**src/rtl/pipe_controller.sv**
```systemverilog
// pipe_controller: MIPS 5-stage control decode with E/M/W control pipeline registers
module pipe_controller #(
  parameter bit ILLEGAL_BUBBLE = 1'b1
) (
  input  logic       clk,
  input  logic       reset,
  input  logic [5:0] op_d,
  input  logic [5:0] funct_d,
  input  logic       equal_d,
  input  logic       flush_e,
  input  logic       stall_e,
  output logic       pcsrc_d,
  output logic       jump_d,
  output logic       illegal_d,
  output logic       regwrite_e,
  output logic       memtoreg_e,
  output logic       memwrite_e,
  output logic       alusrc_e,
  output logic       regdst_e,
  output logic [2:0] alucontrol_e,
  output logic       regwrite_m,
  output logic       memtoreg_m,
  output logic       memwrite_m,
  output logic       regwrite_w,
  output logic       memtoreg_w
);
  // raw = {regwrite, memtoreg, memwrite, alusrc, regdst, branch, jump, aluop[1:0]}
  logic [8:0] raw;
  logic       op_ok, funct_ok;
  logic [2:0] alu_r, alu_d;
  logic [7:0] ctrl_d, ctrl_e;
  logic [2:0] ctrl_m;
  logic [1:0] ctrl_w;
  always_comb begin
    raw = '0;
    op_ok = 1'b1;
    case (op_d)
      6'b000000: raw = 9'b10001_00_10;
      6'b100011: raw = 9'b11010_00_00;
      6'b101011: raw = 9'b00110_00_00;
      6'b000100: raw = 9'b00000_10_01;
      6'b001000: raw = 9'b10010_00_00;
      6'b000010: raw = 9'b00000_01_00;
      default:   op_ok = 1'b0;
    endcase
  end
  always_comb begin
    alu_r = 3'b010;
    funct_ok = 1'b1;
    case (funct_d)
      6'b100000: alu_r = 3'b010;
      6'b100010: alu_r = 3'b110;
      6'b100100: alu_r = 3'b000;
      6'b100101: alu_r = 3'b001;
      6'b101010: alu_r = 3'b111;
      default:   funct_ok = 1'b0;
    endcase
  end
  assign alu_d     = raw[1:0] == 2'b10 ? alu_r : raw[0] ? 3'b110 : 3'b010;
  assign illegal_d = !op_ok || (raw[1:0] == 2'b10 && !funct_ok);
  assign ctrl_d    = illegal_d ? (ILLEGAL_BUBBLE ? 8'b0 : 8'b00000_010) : {raw[8:4], alu_d};
  assign pcsrc_d   = !illegal_d && raw[3] && equal_d;
  assign jump_d    = !illegal_d && raw[2];
  // a stalled E must not also advance into M, so M takes a bubble instead
  always_ff @(posedge clk or negedge reset) begin
    if (!reset) begin
      ctrl_e <= '0;
      ctrl_m <= '0;
      ctrl_w <= '0;
    end else begin
      ctrl_e <= flush_e ? '0 : stall_e ? ctrl_e : ctrl_d;
      ctrl_m <= (stall_e && !flush_e) ? '0 : ctrl_e[7:5];
      ctrl_w <= ctrl_m[2:1];
    end
  end
  assign {regwrite_e, memtoreg_e, memwrite_e, alusrc_e, regdst_e, alucontrol_e} = ctrl_e;
  assign {regwrite_m, memtoreg_m, memwrite_m} = ctrl_m;
  assign {regwrite_w, memtoreg_w} = ctrl_w;
endmodule

```
**config.mk**
```make
export PLATFORM = sky130hd
export DESIGN_NAME = pipe_controller
export DESIGN_NICKNAME = d
export VERILOG_FILES = /design/src/rtl/pipe_controller.sv
export SDC_FILE = /design/constraint.sdc
export NUM_CORES = 1
export LEC_CHECK = 0
export ABC_AREA = 1
export BUFFER_PORTS_ARGS = -buffer_cell sky130_fd_sc_hd__clkbuf_2
export CORE_MARGIN = 4
export CORE_UTILIZATION = 44
export CTS_BUF_LIST = sky130_fd_sc_hd__clkbuf_16
export DETAILED_ROUTE_END_ITERATION = 10
export GPL_TIMING_DRIVEN = 0
export PLACE_DENSITY = 0.81
export SYNTH_ARGS = -nofsm -noshare
export SYNTH_HDL_FRONTEND = slang
export SYNTH_SLANG_ARGS = --single-unit
```
**constraint.sdc**
```tcl
create_clock -name clk -period 0.94 [get_ports clk]
set_clock_uncertainty 0.05 [all_clocks]
set_input_delay 0.047 -clock clk [delete_from_list [all_inputs] [get_ports clk]]
set_output_delay 0.047 -clock clk [all_outputs]
set_load 0.01 [all_outputs]
```
# Yosys cells after proc, flatten, opt, wreduce, memory -nomap -nowiden
# Index checks and enable logic that the tools add are counted.
[totals] reg_bits=13 input_bits=17 output_inout_bits=16 word_cells=38
[classes] eq_ne=12 muxes=10 reduce_logical=13
[ops] cell="case mux 9 bit (6 select lines)" n=1
[ops] cell="== test 6 bit, second input constant" n=7
[ops] cell="2-to-1 mux 8 bit" n=3
[ops] cell="case mux 3 bit (4 select lines)" n=1
[ops] cell="2-to-1 mux 3 bit" n=3
[ops] cell="== test 6 x 2 -> 1 bit, second input constant" n=1
[ops] cell="== test 6 x 3 -> 1 bit, second input constant" n=1
[ops] cell="== test 6 x 4 -> 1 bit, second input constant" n=1
[ops] cell="logical NOT 6 bit" n=1
[ops] cell="OR reduction 6 bit" n=1
[ops] cell="logical AND 1 bit" n=5
[ops] cell="OR reduction 5 bit" n=1
[ops] cell="logical NOT 1 bit" n=4
[ops] cell="== test 2 bit, second input constant" n=1
[ops] cell="2-to-1 mux 1 bit" n=2
[ops] cell="!= test 2 bit, second input constant" n=1
[ops] cell="logical OR 1 bit" n=1

# Logic depth before layout (Yosys ltp)
# Gate-level depths: netlist (run 1).
[logic_depth] depth_word=9 depth_mapped=9 mapped_depth_nobuf=9

# Worst setup path after synthesis (run 1)
# No wires, ideal clock.
[synth_timing] path_kind="input-to-reg" from="in op_d[3]" to="reg ctrl_e[1]" setup_ns=0.117 t_arrival_ns=0.710 required_ns=0.773 slack_ns=0.063 stages=8 n_path_buf=0 path_cell_list="nor2_1 > inv_1 > nor2_2 > inv_1 > nor2_2 > a21oi_2 > nand2_1 > nand2_1"
[synth_between] elab_chain_cells=8 word_cells_on_any_way=17 cone_classes="6 x eq/ne; 6 x mux; 5 x reduce/logical"
[synth_rtl] item="from (decl)" line_no="7" rtl="input logic [5:0] op_d,"
[synth_rtl] item="== test 6 x 2 -> 1 bit, or another cell as far along" line_no="37" rtl="case (op_d)"
[synth_rtl] item="case mux 9 bit (6 select lines) / OR reduction 6 bit (equally long branches)"
[synth_rtl] item="== test 2 bit / 2-to-1 mux 1 bit (equally long branches)" line_no="59, 60, 37"
[synth_rtl] item="logical AND 1 bit / logical NOT 1 bit (equally long branches)" line_no="60" rtl="assign illegal_d = !op_ok || (raw[1:0] == 2'b10 && !funct_ok);"
[synth_rtl] item="logical OR 1 bit" line_no="60"
[synth_rtl] item="2-to-1 mux 8 bit *" line_no="61" rtl="assign ctrl_d = illegal_d ? (ILLEGAL_BUBBLE ? 8'b0 : 8'b00000_010) : {raw[8:4], alu_d};"
[synth_rtl] item="2-to-1 mux 8 bit * (2 in a row)" line_no="71" rtl="ctrl_e <= flush_e ? '0 : stall_e ? ctrl_e : ctrl_d;"
[synth_rtl] item="to (signal assigned)" line_no="71"
[synth_rtl] item="to (decl)" line_no="31" rtl="logic [7:0] ctrl_d, ctrl_e;"
# Every way passes the cells marked *; elsewhere a longest branch is shown, timed or not. The select of a mux whose other input is x is not followed.
# A chain may end at the register's enable or synchronous reset.

# Worst setup path after layout (run 1)
[layout_timing] from="in op_d[3]" to="out illegal_d"
[layout_between] elab_chain_cells=5 word_cells_on_any_way=13 cone_classes="6 x eq/ne; 2 x mux; 5 x reduce/logical"
[layout_rtl] item="== test 6 x 2 -> 1 bit, or another cell as far along" line_no="37"
[layout_rtl] item="case mux 9 bit (6 select lines) / OR reduction 6 bit (equally long branches)"
[layout_rtl] item="== test 2 bit / 2-to-1 mux 1 bit (equally long branches)" line_no="60, 37"
[layout_rtl] item="logical AND 1 bit / logical NOT 1 bit (equally long branches)" line_no="60"
[layout_rtl] item="logical OR 1 bit *" line_no="60"
[layout_rtl] item="to (decl)" line_no="14" rtl="output logic illegal_d,"
# Every way passes the cells marked *; elsewhere a longest branch is shown, timed or not.

==> out/results.txt, run 1 <==
area delta synth->final - 62.83%
placed cell count - 151
antenna cells - 0
Ports - 33
area share of the largest cell type after synthesis - 45.38%
vias - 788
DP HPWL - 1248 um
leakage dissipation - 0.6403 nW
first-pass GRT wire length - 2870 um
most used routing layer - met2
final hold violations - 0
Setup violations, final - 1
routed vias/inst - 4.834
Synth area leaders - dfrtp_1 45%, nor2_1 12%, inv_1 10%
combinational power share - 13.7%
Final GP Congestion - 0.7675
Rel. slew slack - 76.10%
crit path from - op_d[3]
largest net degree at the start of global routing - 14
sequential fraction of design power - 36.2%
PD cells - 1341 nW/um^2
CTS tree - done
CP Max Fanout - 4
clock root buffer - clkbuf_16
Pint - 1.216 mW
syn avg cell area - 6.961 sq um
Starting Density - 47.04%
placement-stage worst setup slack - -148.7 ps
clk sink count - 13
gr usage total - 15.13%
# DRC - 0
num rows - 14
Die Wd - 48.37 um
YS warnings - 0
clk buf depth - 2
met3 Use GR - 4.294%
RSZ-0062 raised after global routing - yes
Final Util - 76.60%
sw frac - 22.28%
die height - 48.37 um
vias in the first global route - 709
final net count - 165
kind of critical path - input pin to output pin
Core Box Area - 1524 sq um
Crit. End Element - output pin
GRT met2 Usage - 26.52%
non-filler instance count after layout - 163
htree depth - 1
CTS buffer count - 3
worst endpoint required time - 840 ps
top-count cell post-synth - nor2_1
f_max - 955.8 MHz
crit start category - input pin
worst skew pair latency - 240 ps
clock share of power - 50.1%
initial antenna violation count - 0
Unique masters post-synth - 14
cells after synthesis - 103
DR pass1 iterations - 4
WL final - 1873 um
Yosys top cell by area - dfrtp_1
Tcrit/Tclk final - 111.3%
failing checks - setup timing
slew of the pin with the lowest slew margin - 358.1 ps
arrival time of the worst setup path - 950 ps
clk slew on worst S/H paths - 40 ps
dominant synthesized flop cell - dfrtp_1
VDD IR-drop max - 0.7961 mV
Setup WS post-layout - -106.2 ps
hold_sp - op_d[4]
Mapped Area - 716.9 sq um
RR Startpoint - ctrl_e[4]
sequential fraction of the synthesis area - 45.38%
max cap viols - 0
commonest cells in the netlist - 22 x nor2_1, 20 x inv_1, 20 x nand2_1
DR WL/cell - 11.49 um
number of routed nets with antenna violations - 0
syn nets - 120
status - complete, but fails checks
EDFF count, synth - 0
Worst Hold Class - input pin to flop
I/O Buffers - 32
Post-synth ARST share - 100.0%
Synth Register Bits - 13
Tmin final - 1046 ps
GR Layer Usage met1 - 16.50%
P_sw - 0.3487 mW
fraction of layout cells with a size suffix above 1 - 46.94%
Initial DRC Count - 13
Congestion Overflow GR - 0
max-slew violations - 0
die area - 2339 sq um
[worst paths after layout]
check	endpoint	slack, ps	cells after the start
worst min-delay path	ctrl_e[6]	90	4
max in group asynchronous	ctrl_e[2]	410	2
min in group asynchronous	ctrl_m[0]	190	2
worst max register to register	ctrl_e[4]	200	1
worst min register to register	ctrl_w[0]	320	0
worst max-delay path	illegal_d	-110	9
[layout by cell type, fill, tap and decap left out, drive strengths merged]
master / instances
nand2: 21
nor2: 28
a22o: 1
a21oi: 2
nand3: 12
buf: 10
o22ai: 2
clkbuf: 30
o31ai: 1
inv: 23
dfrtp: 13
dlygate4sd3: 3
o21ai: 1
[timing repair]
action	4_1_cts	5_1_grt
hold buffers	3	0
pin swaps	6	11
buffers inserted	2	3
setup endpoints to repair	1	1
hold endpoints to repair	14	0
resized for setup	12	27
cloned	0	0
[through the flow]
stage	TNS [ps]	hold slack [ps]	total power [mW]	instance area (sq um)
floorplan	0	-298.6	0.6455	716.9
global placement	-563.4	-103.5	0.7129	897.1
detailed placement	-582.6	-100.5	0.7181	897.1
CTS	-75.69	81.81	1.539	1076
global route	-217.7	98.40	1.648	1167
finish	-106.2	92.38	1.565	1167
[critical path: stages]
cell	delay [ps]
clkbuf_8	110
inv_1	60
nor2_2	130
nand3_2	100
nand3_1	110
nor2_2	40
a21oi_2	160
inv_1	50
buf_2	130
[sequential cells by signal, indices dropped and copies added (netlist names)]
register and cells:
ctrl_e 8, ctrl_m 3, ctrl_w 2
[kinds of logic after synthesis]
family                 Yosys count  synth area share [%]
AO/OA/AOI/OAI                    7                 6.631
AND/OR/NAND/NOR                 61                 36.48
buffers and inverters           22                 11.52
flip-flops                      13                 45.37
[layer usage]
layer / routed length [um] / share of wire [%] / up-vias
met1: 749 / 40 / 356
li1: - / - / 403
met4: 25 / 1.3 / 0
met5: 0 / 0 / -
met3: 128 / 6.8 / 3
met2: 970 / 52 / 26
[cell type report]
type / count / area [sq um]
Multi-Input combinational cell: 68 / 396.6
Fill cell: 99 / 356.6
Sequential cell: 13 / 325.3
Timing Repair Buffer: 40 / 264.0
Inverter: 22 / 82.58
Clock buffer: 3 / 75.07
Tap cell: 16 / 20.02
Clock inverter: 1 / 3.754
[power by group through the flow]
stage / Sequential, mW / Clock, mW / Combinational [mW]
final: 0.566 / 0.784 / 0.215
after global routing: 0.566 / 0.845 / 0.237
after CTS: 0.566 / 0.794 / 0.179
after detailed placement: 0.574 / 0 / 0.144
after global placement: 0.574 / 0 / 0.139
after floorplan: 0.576 / 0 / 0.0695
Power figures use the tool's default switching activity.
==> run 2: changes to the inputs <==
Settings changed: BUFFER_PORTS_ARGS -buffer_cell sky130_fd_sc_hd__clkbuf_2 to default, CORE_UTILIZATION 44 to 55, DONT_BUFFER_PORTS from default to 1, PLACE_DENSITY 0.81 to 0.75.
==> run 2 against run 1 <==
Effect of this change:
- the run ends with hold timing left
- global-route usage is 4.4 points higher
- maximum frequency rose by 17%
- worst hold slack got worse by 250 ps
- sequential share of layout area up 9.3 points
- flip-flop and latch count is the same
- final area is 25% lower
- first-iteration DRC count down 7.7%
- critical path type unchanged
- critical endpoint unchanged
==> out/results.txt, run 2 (synthesis gave the netlist of run 1 again) <==
status - complete, but fails checks
failing checks - hold timing
family with the most delay on the worst path - simple AND/OR/NAND/NOR gates
max-slew violations - 0 (unchanged)
f_max - 1114 MHz (+17%)
num rows - 12 (-2)
Critical path buffers and inverters - 2 (-2)
Setup violations, final - 0 (-1)
area delta synth->final - 22.16%
CTS Hold Buffers Added - 2 (-1)
R2R depth - 1 (unchanged)
worst-path cell chain - inv_1, nor2_1, nand3_2, nand3_1, nor2_1, a21oi_2, inv_1
I/O Buffers - 0 (-100%)
max cap viols - 0 (unchanged)
Ports - 33 (unchanged)
DR pass1 iterations - 4 (unchanged)
arrival time of the worst setup path - 800 ps (-150 ps)
initial antenna violation count - 0 (unchanged)
antenna cells - 0 (unchanged)
vias in the first global route - 642 (-9.4%)
Overall Power - 1.477 mW (-5.6%)
VDD IR-drop max - 0.7943 mV (-0.23%)
R2R Setup Slk - 110 ps (-90 ps)
Critical-path top delay cell - nor2_1
vias - 655 (-17%)
most frequent cells in the layout - 21 x inv_1, 21 x nor2_1, 20 x nand2_1
routed vias/inst - 5.240 (+8.4%)
clk slew on worst S/H paths - 50 ps (about the same)
Crit. End Element - output pin
leakage dissipation - 0.4727 nW (-26%)
WL final - 1742 um (-7.0%)
fraction of layout cells with a size suffix above 1 - 16.22% (-31 points)
Rel. slew slack - 63.94% (-12 points)
DR WL/cell - 13.94 um (+21%)
Reg-to-Reg End - ctrl_e[4]
Die Wd - 44.11 um (-8.8%)
Tmin final - 897.4 ps (-148.9 ps)
Crit path largest cell delay - 160 ps (about the same)
Congestion Overflow GR - 0 (unchanged)
clk sink count - 13 (unchanged)
largest net degree at the start of global routing - 14 (unchanged)
Tcrit/Tclk final - 95.47% (-16 points)
die height - 44.11 um (-8.8%)
Initial DRC Count - 12 (-1)
CTS tree - done
gr usage total - 19.51% (+4.4 points)
register with the most flip-flops - ctrl_e
CP Max Fanout - 3 (-1)
setup TNS - 0 ps (+106.2 ps)
worst skew pair latency - 240 ps (about the same)
htree depth - 1 (unchanged)
worst endpoint required time - 840 ps (about the same)
crit start category - input pin
kind of critical path - input pin to output pin
final hold violations - 8 (+8)
clk buf depth - 2 (unchanged)
Placed Instance Area - 734.5 sq um (-18%)
Core Box Area - 1171 sq um (-23%)
slew of the pin with the lowest slew margin - 539.1 ps (+181.0 ps)
RR Startpoint - ctrl_e[4]
hold path depth - 1 (-3)
hold_ws - -153.1 ps (-245.5 ps)
Worst setup endpoint - illegal_d
max reg flops - 8 (unchanged)
# DRC - 0 (unchanged)
number of routed nets with antenna violations - 0 (unchanged)
clock root buffer - clkbuf_16
PD cells - 1687 nW/um^2 (+26%)
Worst path depth - 7 (-2)
Top Registers - ctrl_e x8, ctrl_m x3, ctrl_w x2
first-pass GRT wire length - 2656 um (-7.5%)
Worst Hold Class - input pin to flop
Starting Density - 61.22% (+14 points)
CTS buffer count - 3 (unchanged)
crit path from - op_d[5]
die area - 1945 sq um (-17%)
Final Instance Area - 875.8 sq um (-25%)
DP HPWL - 1127 um (-9.7%)
Final GP Congestion - 0.7499 (-2.3%)
# fillers - 85 (-14%)
final net count - 129 (-22%)
## run 2: cell types whose count changed in the layout (fill, tap and decap cells not counted), sizes merged
cell,previous run,this run
buf,10,2
clkbuf,30,3
dlygate4sd3,3,2
## run 2: timing repair
item,CTS,global route
gates cloned,0,0
hold endpoints to repair,21,4
gates resized for setup,0,6
setup buffers,2,0
pin swaps,0,1
endpoints found under the setup margin,1,4
## run 2: worst min path at each step
stage                     slack [ps]  startpoint         to
after global placement          -300       reset  ctrl_w[0]
after CTS                       -150     flush_e  ctrl_e[0]
final                           -150     flush_e  ctrl_e[0]
after detailed placement        -300       reset  ctrl_m[1]
after global routing            -150     flush_e  ctrl_e[0]
after floorplan                 -300       reset  ctrl_e[0]
## run 2: metal layers
layer	part of all wire [%]	vias to the layer above	routed length (um)	track usage [%]
met2	51	32	882	32.27
met5	0	-	0	0
li1	-	327	-	-
met4	4.6	0	81	15.06
met3	8.9	8	155	7.724
met1	36	288	623	19.34
## run 2: cell type report
type | instances | area (sq um) | share of cell area (%)
Multi-Input combinational cell | 68 | 336.6 | 38.43
Timing Repair Buffer | 4 | 35.03 | 4.000
Tap cell | 14 | 17.52 | 2.000
Clock buffer | 3 | 75.07 | 8.571
Inverter | 22 | 82.58 | 9.429
Sequential cell | 13 | 325.3 | 37.14
Clock inverter | 1 | 3.754 | 0.4286
## run 2: per-stage QoR
step	std cells	worst slack [ps]	utilization [%]
2_1_floorplan	103	63.30	-
3_3_place_gp	117	-60.35	62.71
3_5_place_dp	117	-48.59	62.71
4_1_cts	125	47.12	72.44
5_1_grt	125	-38.88	74.79
6_report	125	42.61	74.79
## run 2: power by group
group | internal, mW | switching [mW]
logic | 0.0402 | 0.0722
registers | 0.565 | 0.00384
clock network | 0.561 | 0.236
total | 1.17 | 0.312
==> run 3: changes to the inputs <==
Settings changed: ABC_AREA 1 to default, CORE_AREA from default to 4 4 41 43, CORE_MARGIN 4 to default, CORE_UTILIZATION 55 to default, DIE_AREA from default to 0 0 45 47, PLACE_DENSITY 0.75 to 0.72.
==> run 3 against run 2 <==
Effect of this change:
- critical path type unchanged
- highest routed layer unchanged
- the run ends with hold timing, setup timing left
- global-route usage fell by 1.2 points
- synthesized area decreased by 3.1%
- critical endpoint unchanged
- final area is 0.43% higher
==> out/results.txt, run 3 <==
status - complete, but fails checks
failing checks - hold timing, setup timing
clock root buffer - clkbuf_16
gr usage total - 18.33% (-1.2 points)
Top Registers - ctrl_e x8, ctrl_m x3, ctrl_w x2
max cap viols - 0 (unchanged)
CTS Hold Buffers Added - 1 (-1)
vias in the first global route - 590 (-8.1%)
die area - 2115 sq um (+8.7%)
Setup WS post-layout - -243.9 ps (-286.5 ps)
clk sink count - 13 (unchanged)
Worst path depth - 5 (-2)
most frequent cells in the layout - 13 x dfrtp_1, 7 x nand2_1, 5 x nor2b_1
Worst Hold Class - input pin to flop
sequential fraction of the synthesis area - 46.85% (+1.5 points)
I/O Buffers - 0 (unchanged)
top-count cell post-synth - dfrtp_1
htree depth - 1 (unchanged)
CTS buffer count - 3 (unchanged)
vias - 613 (-6.4%)
Final GP Congestion - 0.7385 (-1.5%)
Ports - 33 (unchanged)
# DRC - 0 (unchanged)
Synth area leaders - dfrtp_1 47%, nor2b_1 4.5%, nand2_1 3.8%
Crit. End Element - output pin
Placed Instance Area - 716.9 sq um (-2.4%)
GR Layer Usage met1 - 18.90% (-0.44 points)
area delta synth->final - 26.67%
Die Wd - 45 um (+2.0%)
leakage dissipation - 0.3629 nW (-23%)
R2R depth - 2 (+1)
routed vias/inst - 6.591 (+26%)
number of routed nets with antenna violations - 0 (unchanged)
clock share of power - 53.1% (-0.8 points)
Pint - 1.182 mW (+1.4%)
max reg flops - 8 (unchanged)
first-pass GRT wire length - 2628 um (-1.1%)
DR WL/cell - 18.99 um (+36%)
Crit path largest cell delay - 320 ps (+160 ps)
register with the most flip-flops - ctrl_e
YS warnings - 0 (unchanged)
Rel. slew slack - 63.42% (-0.52 points)
f_max - 844.6 MHz (-24%)
arrival time of the worst setup path - 1090 ps (+290 ps)
Tmin final - 1184 ps (+286.5 ps)
final net count - 96 (-26%)
kind of critical path - input pin to output pin
DP HPWL - 1121 um (-0.59%)
hold_ws - -64.19 ps (+88.95 ps)
CP Max Fanout - 8 (+5)
commonest cells in the netlist - 13 x dfrtp_1, 7 x nand2_1, 5 x nor2b_1
DR pass1 iterations - 4 (unchanged)
P_sw - 0.2984 mW (-4.2%)
EDFF count, synth - 0 (unchanged)
crit start category - input pin
Post-synth ARST share - 100.0% (unchanged)
CTS tree - done
hold path depth - 2 (+1)
Starting Density - 53.37% (-7.9 points)
RSZ-0062 raised after global routing - yes
sw frac - 20.16% (-0.93 points)
cells after synthesis - 70 (-32%)
worst skew pair latency - 240 ps (about the same)
Mapped Area - 694.4 sq um (-3.1%)
Setup violations, final - 3 (+3)
Critical path buffers and inverters - 1 (-1)
GRT met2 Usage - 28.53% (-3.7 points)
VDD IR-drop max - 0.8451 mV (+6.4%)
non-filler instance count after layout - 93 (-26%)
area share of the largest cell type after synthesis - 46.85% (+1.5 points)
most used routing layer - met2
family with the most delay on the worst path - compound AO/OA/AOI/OAI gates
Core Box Area - 1301 sq um (+11%)
Final Instance Area - 879.6 sq um (+0.43%)
num rows - 13 (+1)
sequential fraction of design power - 38.4% (about the same)
Congestion Overflow GR - 0 (unchanged)
clk slew on worst S/H paths - 50 ps (about the same)
Unique masters post-synth - 31 (+17)
PD cells - 1683 nW/um^2 (-0.24%)
worst-path cell chain - buf_12, maj3_2, o32ai_4, o21ai_2, or2_4
clk buf depth - 2 (unchanged)
met3 Use GR - 8.812% (+1.1 points)
commonest non-fill, non-tap cell in the layout - dfrtp_1
die height - 47 um (+6.6%)
antenna cells - 0 (unchanged)
worst endpoint required time - 840 ps (about the same)
Critical-path top delay cell - maj3_2
Yosys top cell by area - dfrtp_1
Tcrit/Tclk final - 126.0% (+30 points)
setup TNS - -257.8 ps (-257.8 ps)
syn nets - 87 (-28%)
fraction of layout cells with a size suffix above 1 - 26.92% (+11 points)
largest net degree at the start of global routing - 14 (unchanged)
slew of the pin with the lowest slew margin - 546.8 ps (+7.721 ps)
placed cell count - 85 (-27%)
Synth Register Bits - 13 (unchanged)
Initial DRC Count - 24 (+12)
Overall Power - 1.480 mW (+0.19%)
syn avg cell area - 9.920 sq um (+43%)
WL final - 1766 um (+1.4%)
combinational power share - 8.5% (+0.9 points)
max-slew violations - 0 (unchanged)
dominant synthesized flop cell - dfrtp_1
initial antenna violation count - 0 (unchanged)
final hold violations - 6 (-2)
## run 3: cell types whose count changed after synthesis, sizes merged, moves of 3 or more
| cell | change |
|---|---|
| o21ai | +5 |
| nor2 | -21 |
| nor2b | +5 |
| nand2 | -14 |
| nor4 | +3 |
| nand3 | -10 |
| inv | -22 |
## run 3: repair_timing
action | 4_1_cts | 5_1_grt
setup buffers | 1 | 3
setup endpoints to repair | 3 | 4
resized for setup | 6 | 5
pin swaps | 3 | 2
hold endpoints to repair | 20 | 3
gates cloned | 0 | 0
## run 3: power groups by stage
stage                     clock network (mW)  registers (mW)  logic (mW)
after global routing                   0.829           0.568       0.137
final                                  0.787           0.568       0.126
after detailed placement                   0           0.576      0.0853
after CTS                              0.791           0.568       0.114
after global placement                     0           0.576      0.0838
after floorplan                            0           0.576      0.0732
## run 3: layout make-up
class	count	area (sq um)
clock buffers	3	75.07
flip-flops and latches	13	325.3
plain buffers	3	27.53
repair buffers	4	32.53
clock inverters	1	3.754
multi-input cells	54	396.6
well taps	15	18.77
fillers	90	421.7
## run 3: worst reg2reg max path: stages (launching register included)
cell and delay (ps):
dfrtp_1 430, a21oi_1 170, nor2_1 50
## run 3: worst paths after layout
check	slack [ps]	end	startpoint
min reg2reg	390	ctrl_w[1]	ctrl_m[2]
max in group asynchronous	290	ctrl_m[0]	reset
max	-240	illegal_d	op_d[2]
min	-60	ctrl_e[0]	stall_e
max reg2reg	110	ctrl_e[6]	ctrl_e[6]
min in group asynchronous	180	ctrl_w[1]	reset
## run 3: logic make-up after synthesis
| group | Yosys count | share of synthesized area [%] |
|---|---|---|
| flops | 13 | 46.85 |
| simple gates | 37 | 33.69 |
| mux | 1 | 1.441 |
| compound gates | 15 | 13.69 |
| fa+ha+maj | 1 | 1.622 |
| buf+inv | 3 | 2.703 |
## run 3: through the flow
stage	hold WS (ps)	setup WS, ps	util (%)
finish	-64.19	-243.9	67.60
global route	-61.31	-275.0	67.60
CTS	-68.56	-246.2	64.81
detailed placement	-298.3	-278.4	55.10
global placement	-298.3	-299.1	55.10
floorplan	-298.6	-198.9	-
## run 3: routing by layer
layer  part of all wire [%]  wire (um)
met1                     39        696
met2                     45        802
met3                     11        203
met4                    3.6         63
met5                      0          0
